===== config.mk =====
export PLATFORM = sky130hd
export DESIGN_NAME = c4_turn_ctrl
export DESIGN_NICKNAME = d
export VERILOG_FILES = /design/src/rtl/c4_pkg.sv /design/src/rtl/c4_col_heights.sv /design/src/rtl/c4_turn_ctrl.sv
export SDC_FILE = /design/constraint.sdc
export NUM_CORES = 1
export LEC_CHECK = 0
export ABC_CLOCK_PERIOD_IN_PS = 6600
export BUFFER_PORTS_ARGS = -buffer_cell sky130_fd_sc_hd__buf_2
export CAP_MARGIN = 0
export CORE_UTILIZATION = 55
export CTS_BUF_LIST = sky130_fd_sc_hd__clkbuf_8 sky130_fd_sc_hd__clkbuf_16
export DETAILED_ROUTE_END_ITERATION = 10
export PLACE_DENSITY = 0.74
export SLEW_MARGIN = 5
export SYNTH_ARGS = -nofsm -noshare
export SYNTH_HDL_FRONTEND = slang
export SYNTH_HIERARCHICAL = 1
export SYNTH_SLANG_ARGS = --single-unit

===== constraint.sdc =====
create_clock -name clk -period 6.6 [get_ports clk]
set_input_delay 0.66 -clock clk [delete_from_list [all_inputs] [get_ports clk]]
set_output_delay 0.66 -clock clk [all_outputs]
set_load 0.02 [all_outputs]

===== src/rtl/c4_pkg.sv =====
// Shared types and constants for the Connect Four turn sequencer.
// col_to_placement maps a cursor column onto the board's half-column one-hot code.
package c4_pkg;

    typedef enum logic [1:0] {SELECT, DROP, SETTLE, OVER} state_t;

    localparam int NUM_COLS = 16;
    localparam int ROWS     = 16;
    localparam int CELLS    = 256;

    // Returns {placement[7:0], is_left}; the left half counts down from column 8.
    function automatic logic [8:0] col_to_placement(input logic [3:0] col);
        logic [2:0] idx;
        logic [7:0] p;
        idx = col[3] ? ~col[2:0] : col[2:0];
        p   = 8'b1 << idx;
        return {p, col[3]};
    endfunction

endpackage


===== src/rtl/c4_col_heights.sv =====
// Per-column fill heights (saturating at ROWS) and the total piece count.
module c4_col_heights
    import c4_pkg::*;
(
    input  logic                clk,
    input  logic                rst_n,
    input  logic                inc_en,
    input  logic [3:0]          col,
    output logic [NUM_COLS-1:0] full,
    output logic [8:0]          count
);

    logic [NUM_COLS-1:0][4:0] height;

    always_ff @(posedge clk) begin
        if (!rst_n) begin
            height <= '0;
            count  <= '0;
        end else if (inc_en && !full[col]) begin
            height[col] <= height[col] + 5'd1;
            count       <= count + 9'd1;
        end
    end

    for (genvar i = 0; i < NUM_COLS; i++) begin : g_full
        assign full[i] = (height[i] == 5'(ROWS));
    end

endmodule


===== src/rtl/c4_turn_ctrl.sv =====
// Turn sequencer: cursor, drop serialisation, player alternation and end-of-game.
// All outputs are registered from the next-state values computed below.
module c4_turn_ctrl
    import c4_pkg::*;
#(
    parameter int DROP_CYCLES = 16
) (
    input  logic       clk,
    input  logic       RST,
    input  logic       cur_inc,
    input  logic       cur_dec,
    input  logic       drop_req,
    input  logic       win,
    output logic [7:0] placement,
    output logic       right,
    output logic       left,
    output logic       player,
    output logic [3:0] cursor,
    output logic       busy,
    output logic       reject,
    output logic       game_over,
    output logic       winner,
    output logic       draw
);

    localparam int TW = (DROP_CYCLES > 1) ? $clog2(DROP_CYCLES) : 1;

    state_t         state, state_d;
    logic [TW-1:0]  timer, timer_d;
    logic [3:0]     cursor_d;
    logic           player_d, winner_d, draw_d, over_d, reject_d, busy_d;
    logic           left_d, right_d, inc_en;
    logic [8:0]     pl_cur, pl_next;
    logic [NUM_COLS-1:0] full;
    logic [8:0]     count;

    c4_col_heights u_heights (
        .clk    (clk),
        .rst_n  (RST),
        .inc_en (inc_en),
        .col    (cursor),
        .full   (full),
        .count  (count)
    );

    always_comb begin
        state_d  = state;
        timer_d  = timer;
        cursor_d = cursor;
        player_d = player;
        winner_d = winner;
        draw_d   = draw;
        over_d   = game_over;
        reject_d = 1'b0;
        left_d   = 1'b0;
        right_d  = 1'b0;
        inc_en   = 1'b0;
        pl_cur   = col_to_placement(cursor);
        unique case (state)
            SELECT: begin
                // A drop wins over a same-cycle move and uses the current cursor.
                if (drop_req) begin
                    if (full[cursor]) begin
                        reject_d = 1'b1;
                    end else begin
                        inc_en  = 1'b1;
                        state_d = DROP;
                        timer_d = '0;
                        left_d  = pl_cur[0];
                        right_d = ~pl_cur[0];
                    end
                end else if (cur_inc && !cur_dec) begin
                    cursor_d = cursor + 4'd1;
                end else if (cur_dec && !cur_inc) begin
                    cursor_d = cursor - 4'd1;
                end
            end
            DROP: begin
                if (timer == TW'(DROP_CYCLES - 1)) state_d = SETTLE;
                else                               timer_d = timer + 1'b1;
            end
            SETTLE: begin
                if (win) begin
                    state_d  = OVER;
                    over_d   = 1'b1;
                    winner_d = player;
                end else if (count == 9'(CELLS)) begin
                    state_d = OVER;
                    over_d  = 1'b1;
                    draw_d  = 1'b1;
                end else begin
                    player_d = ~player;
                    state_d  = SELECT;
                end
            end
            OVER: ;
            default: state_d = SELECT;
        endcase
        busy_d  = (state_d == DROP) || (state_d == SETTLE);
        pl_next = col_to_placement(cursor_d);
    end

    always_ff @(posedge clk) begin
        if (!RST) begin
            state     <= SELECT;
            timer     <= '0;
            cursor    <= 4'd0;
            placement <= 8'b0000_0001;
            left      <= 1'b0;
            right     <= 1'b0;
            player    <= 1'b0;
            busy      <= 1'b0;
            reject    <= 1'b0;
            game_over <= 1'b0;
            winner    <= 1'b0;
            draw      <= 1'b0;
        end else begin
            state     <= state_d;
            timer     <= timer_d;
            cursor    <= cursor_d;
            placement <= pl_next[8:1];
            left      <= left_d;
            right     <= right_d;
            player    <= player_d;
            busy      <= busy_d;
            reject    <= reject_d;
            game_over <= over_d;
            winner    <= winner_d;
            draw      <= draw_d;
        end
    end

endmodule

After elaboration in Yosys (flattened, before gate mapping)
Cells that the tools add are included.

Flip-flop bits (word level): 115. Input port bits: 6. Output and inout port bits: 20. Logic and storage cells: 116.

$add $sub $neg: 5. Shifts and indexed selects: 1. Magnitude comparators: 2. Equal/unequal tests: 25. Multiplexer cells: 28. Bitwise gates (word level): 8. Reduce and logical (&&, ||, !) cells: 18.

Operator list (count): 80-bit bitwise mux (1); 5-bit == test (second input constant) (16); 4-bit 2-to-1 mux (7); 5-bit binary-select mux with 4-bit select (1); 5-bit demux with 4-bit select (1); 2-bit 2-to-1 mux (5); 5-bit 2-to-1 mux (2); 9-bit by 1-bit adder with 9-bit output (second input constant) (1); 9-bit == test (second input constant) (1); 3-bit AND reduction (3); 4-bit by 1-bit adder with 4-bit output (second input constant) (2); 4-bit case mux with 2 select lines (1); 1-bit by 3-bit << shifter with 8-bit output (first input constant) (1); 1-bit 2-to-1 mux (7); 1-bit inverter (7); 2-bit inequality test (second input constant) (3); 2-bit case mux with 3 select lines (1); 5-bit by 1-bit adder with 5-bit output (second input constant) (1); 4-bit by 5-bit < comparator with 1-bit output (second input constant) (1); 1-bit binary-select mux with 4-bit select (1); 2-bit by 1-bit == test with 1-bit output (second input constant) (2); 2-bit == test (second input constant) (2); 4-bit == test (second input constant) (1); 4-bit by 1-bit >= comparator with 1-bit output (second input constant) (1); other kinds (11) (18).

Longest topological paths before layout
Gate-level depths: netlist of run 1.

Word-level depth: 9. Depth in mapped cells: 15. Depth with buffers taken out: 13.

By module
Netlist of run 1, hierarchy kept.

Modules (own cells, without submodules): c4_col_heights (seq. area each 1781.7 um2, cells an instance 455, instances 1, area an instance 4570.6 um2); c4_turn_ctrl (seq. area each 520.5 um2, cells an instance 173, instances 1, area an instance 1483.9 um2).

Worst setup path after synthesis of run 1
No wires, ideal clock.

Kind: register to register. Start point: reg cursor[0]. End point: reg u_heights.count[8]. Path buffers: 2. Period minus slack after synthesis: 3402 ps. Stages on the path, launching flop included: 13. Slack: 3198 ps. Data arrival time: 3332 ps. Path through: dfxtp_1 -> buf_4 -> mux4_2 -> mux2i_1 -> mux2_2 -> and3_1 -> o41ai_4 -> a31oi_1 -> or4b_1 -> buf_6 -> nand3b_4 -> or4_1 -> a21boi_1.

Longest elaborated chain between the ends: 6. Elaborated cells on any way between the ends: 7. Classes of those cells: mux: 5; reduce/logical: 2.

RTL lines: start: declaration (line c4_turn_ctrl.sv:18) `output logic [3:0] cursor,`; start signal: assignment (line c4_turn_ctrl.sv:120) `cursor <= cursor_d;`; 1-bit binary-select mux with 4-bit select (line c4_turn_ctrl.sv:63) `if (full[cursor]) begin`; 1-bit 2-to-1 mux (implied by the code) (line c4_turn_ctrl.sv:63); 1-bit 2-to-1 mux (line c4_turn_ctrl.sv:63); 1-bit 2-to-1 mux (line c4_turn_ctrl.sv:62) `if (drop_req) begin`; 1-bit 2-to-1 mux (line c4_turn_ctrl.sv:59) `unique case (state)`; named net inc_en (line c4_turn_ctrl.sv:32) `logic left_d, right_d, inc_en;`; 1-bit logical AND (line c4_col_heights.sv:19) `end else if (inc_en && !full[col]) begin`; end signal: assignment (line c4_col_heights.sv:21) `count <= count + 9'd1;`; end: declaration (line c4_col_heights.sv:10) `output logic [8:0] count`.

The timed path passes the listed nets, and every way through them passes these cells. The select of a mux whose other input is x is not followed. A chain may end at the register's enable or synchronous reset.

Worst setup path after layout of run 1
Start point: reg cursor[0]. End point: reg u_heights/height[49] in the netlist's numbering.

Longest elaborated chain between the ends: 6. Elaborated cells on any way between the ends: 16. Classes of those cells: add/sub: 1; order compare: 2; mux: 10; reduce/logical: 3.

RTL lines: parallel branches: the longest is 6 deep, another holds 5-bit by 1-bit adder with 5-bit output; end signal: indexed assignment (line c4_col_heights.sv:20) `height[col] <= height[col] + 5'd1;`; end: declaration (line c4_col_heights.sv:13) `logic [NUM_COLS-1:0][4:0] height;`.

Several ways; the timed one is not identified. The select of a mux whose other input is x is not followed.

==> summary.md, run 1 <==
| Metric | Value |
|---|---|
| Status | completed |
| I/O pin cnt | 26 |
| Fin. max-slew vios | 0 |
| Final hold viol count | 0 |
| CP Class | reg -> reg |
| Top FF cell, synth | dfxtp_1 |
| RSZ-0062 raised after global routing | false |
| 1st-pass router iterations | 7 |
| Fillers | 850 |
| Leakage power | 2.76 nW |
| Post-route ant nets | 0 |
| Starting density of the core | 57.6% |
| Layout cells sized above 1 | 17.7% |
| Seq cells post-synth | 115 |
| Tot GR Track Use | 28.0% |
| Nets | 647 |
| Placed cell areas | 6150 um2 |
| Fin Setup TNS | 0 ns |
| Net count after synthesis | 639 |
| Worst endpoint data arrival time | 4.55 ns |
| Clock Skew | 0.00709 ns |
| Tcrit/Tclk final | 62.9% |
| Inst Count DP | 753 |
| Multi-input logic area | 3470 um2 |
| Sw Share | 26.3% |
| Power Total | 1.91 mW |
| Vias | 5044 |
| Crit Path Max Fanout | 26 |
| IO buf count | 25 |
| Combinational share of power | 12.9% |
| Reg power frac | 39.1% |
| DIE WIDTH | 107 um |
| Required @ worst endpoint | 6.99 ns |
| Reg2Reg Depth | 9 |
| Initial antenna violation count | 0 |
| Total grt overflow | 0 |
| Sequential share of the synthesized area | 38.0% |
| DR WL/cell | 18.8 um |
| Initial drt markers | 530 |
| Hold WC Path Type | in -> reg |
| FFs w/ async S/R, synth | 0% |
| PwrDens | 282 nW/um2 |
| Syn avg cell area | 9.64 um2 |
| CTS Buf Count | 17 |
| Post-DP HPWL | 9950 um |
| Reg area | 2300 um2 |
| Most frequent cells in the layout | dfxtp_1 (113), nand2_1 (53), a21oi_1 (42), o21ai_0 (42), nor2_1 (39) |
| Cts hold-fix bufs | 0 |
| EDFF count, synth | 0 |
| Final setup violating endpoints | 0 |
| H-tree Lvls | 4 |
| Std-Cell Rows | 37 |
| Commonest non-fill, non-tap cell in the layout | dfxtp_1 |
| Clock power share | 48.0% |
| Worst VDD drop | 0.000247 V |
| RePlAce Congestion | 0.967 |
| Clock Sinks | 115 |
| Vias in the first global route | 4672 |
| Synth unique cells | 68 |
| Internal power | 1.41 mW |
| F_max | 0.241 GHz |
| First-pass GRT wire length | 24300 um |
| N_diodes | 0 |
| WL final | 14800 um |
| Clk root buf | clkbuf_8 |
| CTS tree | built |
| Number of setup buffers added after CTS | 0 |
| Chip height | 107 um |
| Actual slew at the worst max-slew pin | 1.11 ns |
| Max cap viols | 0 |
| Worst skew pair latency | 0.54 ns |
| Final Non-Filler Cells | 785 |
| Post-synthesis cell area | 6050 um2 |
| Largest net degree at the start of global routing | 101 |
| Clock slew at reported path FFs | 0.06 ns |
| Hold path cells | 3 |
| Std-Cell Core Area | 10500 um2 |
| Final worst path period need | 4.15 ns |
| Max Buffers Root-to-Sink | 2 |
| Final Cell Area | 6750 um2 |
| Post-Synthesis Cells | 628 |
| Cts repair resizes | 0 |
| Vias/cell | 6.43 |
| Synth Warn # | 6 |
| Area Overhead vs Synth | 11.6% |
| Worst rel slew slack | 25.1% |
| Critical path capture point type | flip-flop |
| DRC Markers | 0 |
| Die area | 11400 um2 |
| Startpoint types | flip-flop |
| Psw | 501 uW |
## flip-flops by register name (all words and copies together), names as in the netlist, 2 cells and up
register          count
u_heights/height     80
u_heights/count       9
cursor                4
placement             8
timer                 4
state                 2
## worst max-delay path, cell delays in order, from the launching register on
cell	delay, ns
dfxtp_2	0.69
buf_4	0.43
mux4_2	0.54
a22oi_1	0.16
nand2_1	0.45
ha_1	0.43
nor4bb_1	0.16
a31oi_1	0.25
xor2_2	0.71
a21oi_1	0.18
## through the flow
stage	hold WS (ns)	utilization, %	setup slack, ns
4_1_cts	0.390	64.2	2.16
3_5_place_dp	0.451	58.5	2.22
5_1_grt	0.399	64.3	2.21
2_1_floorplan	0.446	-	3.20
6_report	0.407	64.3	2.45
3_3_place_gp	0.440	58.5	2.40
## synth_stat cells (all sizes together) (14+ instances only)
library cell	number	area share, %
a21oi	42	3.5
buf	23	3.0
clkbuf	19	1.2
dfxtp	115	38
mux2i	24	4.0
mux4	25	9.3
nand2	54	3.5
nand3	15	1.2
nor2	41	2.6
nor2b	28	2.9
nor4	14	2.3
o211a	32	5.3
o21ai	42	3.5
## metal layers
layer	routed length (um)	part of all wire [%]	global-route usage [%]
met5	0	0	0
met4	339	2.3	13.6
met3	955	6.5	7.11
met2	7060	48	43.3
met1	6430	43	36.3
## cell type report
class,instances,area share (%)
multi-input cells,460,51.4
flip-flops and latches,115,34.1
clock buffers,20,6.74
repair buffers,31,2.52
well taps,136,2.52
clock inverters,12,2.06
inverters,11,0.611
## power groups by stage
stage	combinational, mW	clock [mW]	sequential [mW]
2_1_floorplan	0.201	0	0.752
3_3_place_gp	0.235	0	0.757
3_5_place_dp	0.241	0	0.759
4_1_cts	0.243	0.924	0.745
5_1_grt	0.266	0.965	0.749
6_report	0.247	0.915	0.745
## worst paths after layout
path,start,to,slack [ns]
worst max-delay path,cursor[0],u_heights/height[49],2.45
worst min-delay path,drop_req,reject,0.41
worst max register to register,cursor[0],u_heights/height[49],2.45
worst min register to register,draw,draw,0.46
## logic make-up (layout without fill, tap and decap cells)
kind of cell,after synthesis,count (layout),share of synthesized area [%]
buffers and inverters,53,74,4.86
XOR/XNOR,10,10,1.45
AND/OR/NAND/NOR,228,228,22.1
multiplexers,53,53,14.0
AO/OA/AOI/OAI,164,164,18.5
flip-flops,115,115,38.0
adder cells (fa/ha/maj),5,5,1.03
Note: power is estimated with default switching activity, not from simulation.
==> run 2: changes to the inputs <==
--- a/config.mk
+++ b/config.mk
@@ -5,7 +5,7 @@
 export SDC_FILE = /design/constraint.sdc
 export NUM_CORES = 1
 export LEC_CHECK = 0
-export ABC_CLOCK_PERIOD_IN_PS = 6600
+export ABC_CLOCK_PERIOD_IN_PS = 4100
 export BUFFER_PORTS_ARGS = -buffer_cell sky130_fd_sc_hd__buf_2
 export CAP_MARGIN = 0
 export CORE_UTILIZATION = 55
==> constraint.sdc (replaced) <==
create_clock -name clk -period 4.1 [get_ports clk]
set_input_delay 0.41 -clock clk [delete_from_list [all_inputs] [get_ports clk]]
set_output_delay 0.41 -clock clk [all_outputs]
set_load 0.02 [all_outputs]
==> summary.md, run 2 (same netlist as run 1, synthesis figures left out) <==
| Metric | Value |
|---|---|
| Status | completed |
| CP max stage cell | or4b_1 |
| Fillers | 862 |
| Final Cell Area | 6760 um2 |
| Max cap viols | 0 |
| Post-route ant nets | 0 |
| Starting density of the core | 57.6% |
| Inst Count DP | 764 |
| Sw Share | 27.4% |
| Initial antenna violation count | 0 |
| Largest net degree at the start of global routing | 53 |
| Max reg flops | 80 |
| Psw | 796 uW |
| Commonest non-fill, non-tap cell in the layout | dfxtp_1 |
| Max Buffers Root-to-Sink | 2 |
| RSZ-0062 raised after global routing | false |
| DR WL/cell | 18.5 um |
| Final worst path period need | 3.83 ns |
| Combinational share of power | 14.6% |
| CTS Buf Count | 17 |
| Worst rel slew slack | 32.0% |
| Final setup violating endpoints | 0 |
| Critical path capture point type | flip-flop |
| CP peak stage delay | 0.68 ns |
| Layout cells sized above 1 | 19.1% |
| N_diodes | 0 |
| Hold WC Path Type | in -> reg |
| PwrDens | 430 nW/um2 |
| IO buf count | 25 |
| CTS tree | built |
| Largest registers | u_heights/height (80), u_heights/count (9), placement (8) |
| Post-DP HPWL | 10300 um |
| WL final | 14800 um |
| Tot GR Track Use | 27.7% |
| Cts repair resizes | 0 |
| H-tree Lvls | 4 |
| Final Non-Filler Cells | 796 |
| DRC Markers | 0 |
| Dpl ws | 0.305 ns |
| Number of setup buffers added after CTS | 0 |
| Clock power share | 44.5% |
| 1st-pass router iterations | 7 |
| First-pass GRT wire length | 24000 um |
| Actual slew at the worst max-slew pin | 1.01 ns |
| Power Total | 2.90 mW |
| Vias/cell | 6.33 |
| I/O pin cnt | 26 |
| Final core utilization | 64.3% |
| Clock Skew | 0.00782 ns |
| Nets | 658 |
| Leakage power | 2.78 nW |
| Internal power | 2.11 mW |
| Clk root buf | clkbuf_8 |
| Required @ worst endpoint | 4.54 ns |
| Initial drt markers | 520 |
| F_max | 0.261 GHz |
| Worst VDD drop | 0.000405 V |
| Clock slew at reported path FFs | 0.06 ns |
| Startpoint types | flip-flop |
| Cell Chain, Critical Path | nor4_1 > and2_1 > mux4_2 > mux2i_1 > mux2_2 > and3_1 > o41ai_4 > a31oi_1 > or4b_1 > nand3b_4 > or4_1 > a21boi_0 |
| Std-Cell Rows | 37 |
| Cts hold-fix bufs | 0 |
| Tcrit/Tclk final | 93.4% |
| Worst Slack Setup Final | 0.271 ns |
| RePlAce Congestion | 0.942 |
| Reg power frac | 40.9% |
| Most frequent cells in the layout | dfxtp_1 (113), nand2_1 (53), a21oi_1 (42), o21ai_0 (42), nor2_1 (39) |
| Final hold viol count | 0 |
| Worst endpoint data arrival time | 4.27 ns |
| CP Class | reg -> reg |
| DIE WIDTH | 107 um |
| Crit Path Max Fanout | 17 |
| Largest Register | u_heights/height |
| Fin. max-slew vios | 0 |
| Std-Cell Core Area | 10500 um2 |
| Fin Hold WS | 0.191 ns |
| Worst skew pair latency | 0.52 ns |
| Fin Setup TNS | 0 ns |
| Die area | 11400 um2 |
| Area Overhead vs Synth | 11.6% |
| Clock Sinks | 115 |
| Chip height | 107 um |
| Vias | 5035 |
| Total grt overflow | 0 |
| Placed cell areas | 6230 um2 |
| Vias in the first global route | 4656 |
## run 2: cell types whose count changed in the layout (fill, tap and decap cells not counted), sizes merged
cell / delta
inv: -2
clkbuf: +1
bufinv: -3
buf: +11
clkinv: +4
## run 2: critical path: cells and delay by family (launching register included)
| family | cells | cell delay, ns |
|---|---|---|
| AO/OA/AOI/OAI | 3 | 0.48 |
| AND/OR/NAND/NOR | 6 | 2.01 |
| multiplexers | 3 | 0.85 |
| flip-flops | 1 | 0.38 |
## run 2: routing by layer
metal / share of wire (%) / up-vias / GRT usage (%) / routed length (um)
met1: 44 / 2425 / 35.8 / 6500
li1: - / 2391 / - / -
met4: 2.7 / 0 / 10.1 / 402
met5: 0 / - / 0 / 0
met2: 47 / 180 / 43.3 / 6930
met3: 6.3 / 39 / 8.69 / 932
## run 2: path summary, 6_finish.rpt
path                                            to            startpoint  cells past startpoint  slack (ns)
worst max register to register  u_heights/count[7]  u_heights/height[61]                     12        0.27
worst min register to register           game_over             game_over                      2        0.46
worst max-delay path            u_heights/count[7]  u_heights/height[61]                     12        0.27
worst min-delay path                        reject              drop_req                      3        0.19
## run 2: cell type report
class | count | area (um2) | area share, %
well taps | 136 | 170 | 2.52
flip-flops and latches | 115 | 2300 | 34.1
clock inverters | 11 | 61.3 | 0.907
multi-input cells | 460 | 3460 | 51.2
clock buffers | 21 | 469 | 6.94
inverters | 11 | 41.3 | 0.611
repair buffers | 42 | 253 | 3.74
## run 2: power by group through the flow
stage / registers, mW / logic [mW] / clock network (mW)
3_5_place_dp: 1.21 / 0.416 / 0
4_1_cts: 1.19 / 0.418 / 1.31
5_1_grt: 1.19 / 0.458 / 1.37
6_report: 1.19 / 0.423 / 1.29
2_1_floorplan: 1.21 / 0.323 / 0
3_3_place_gp: 1.21 / 0.407 / 0
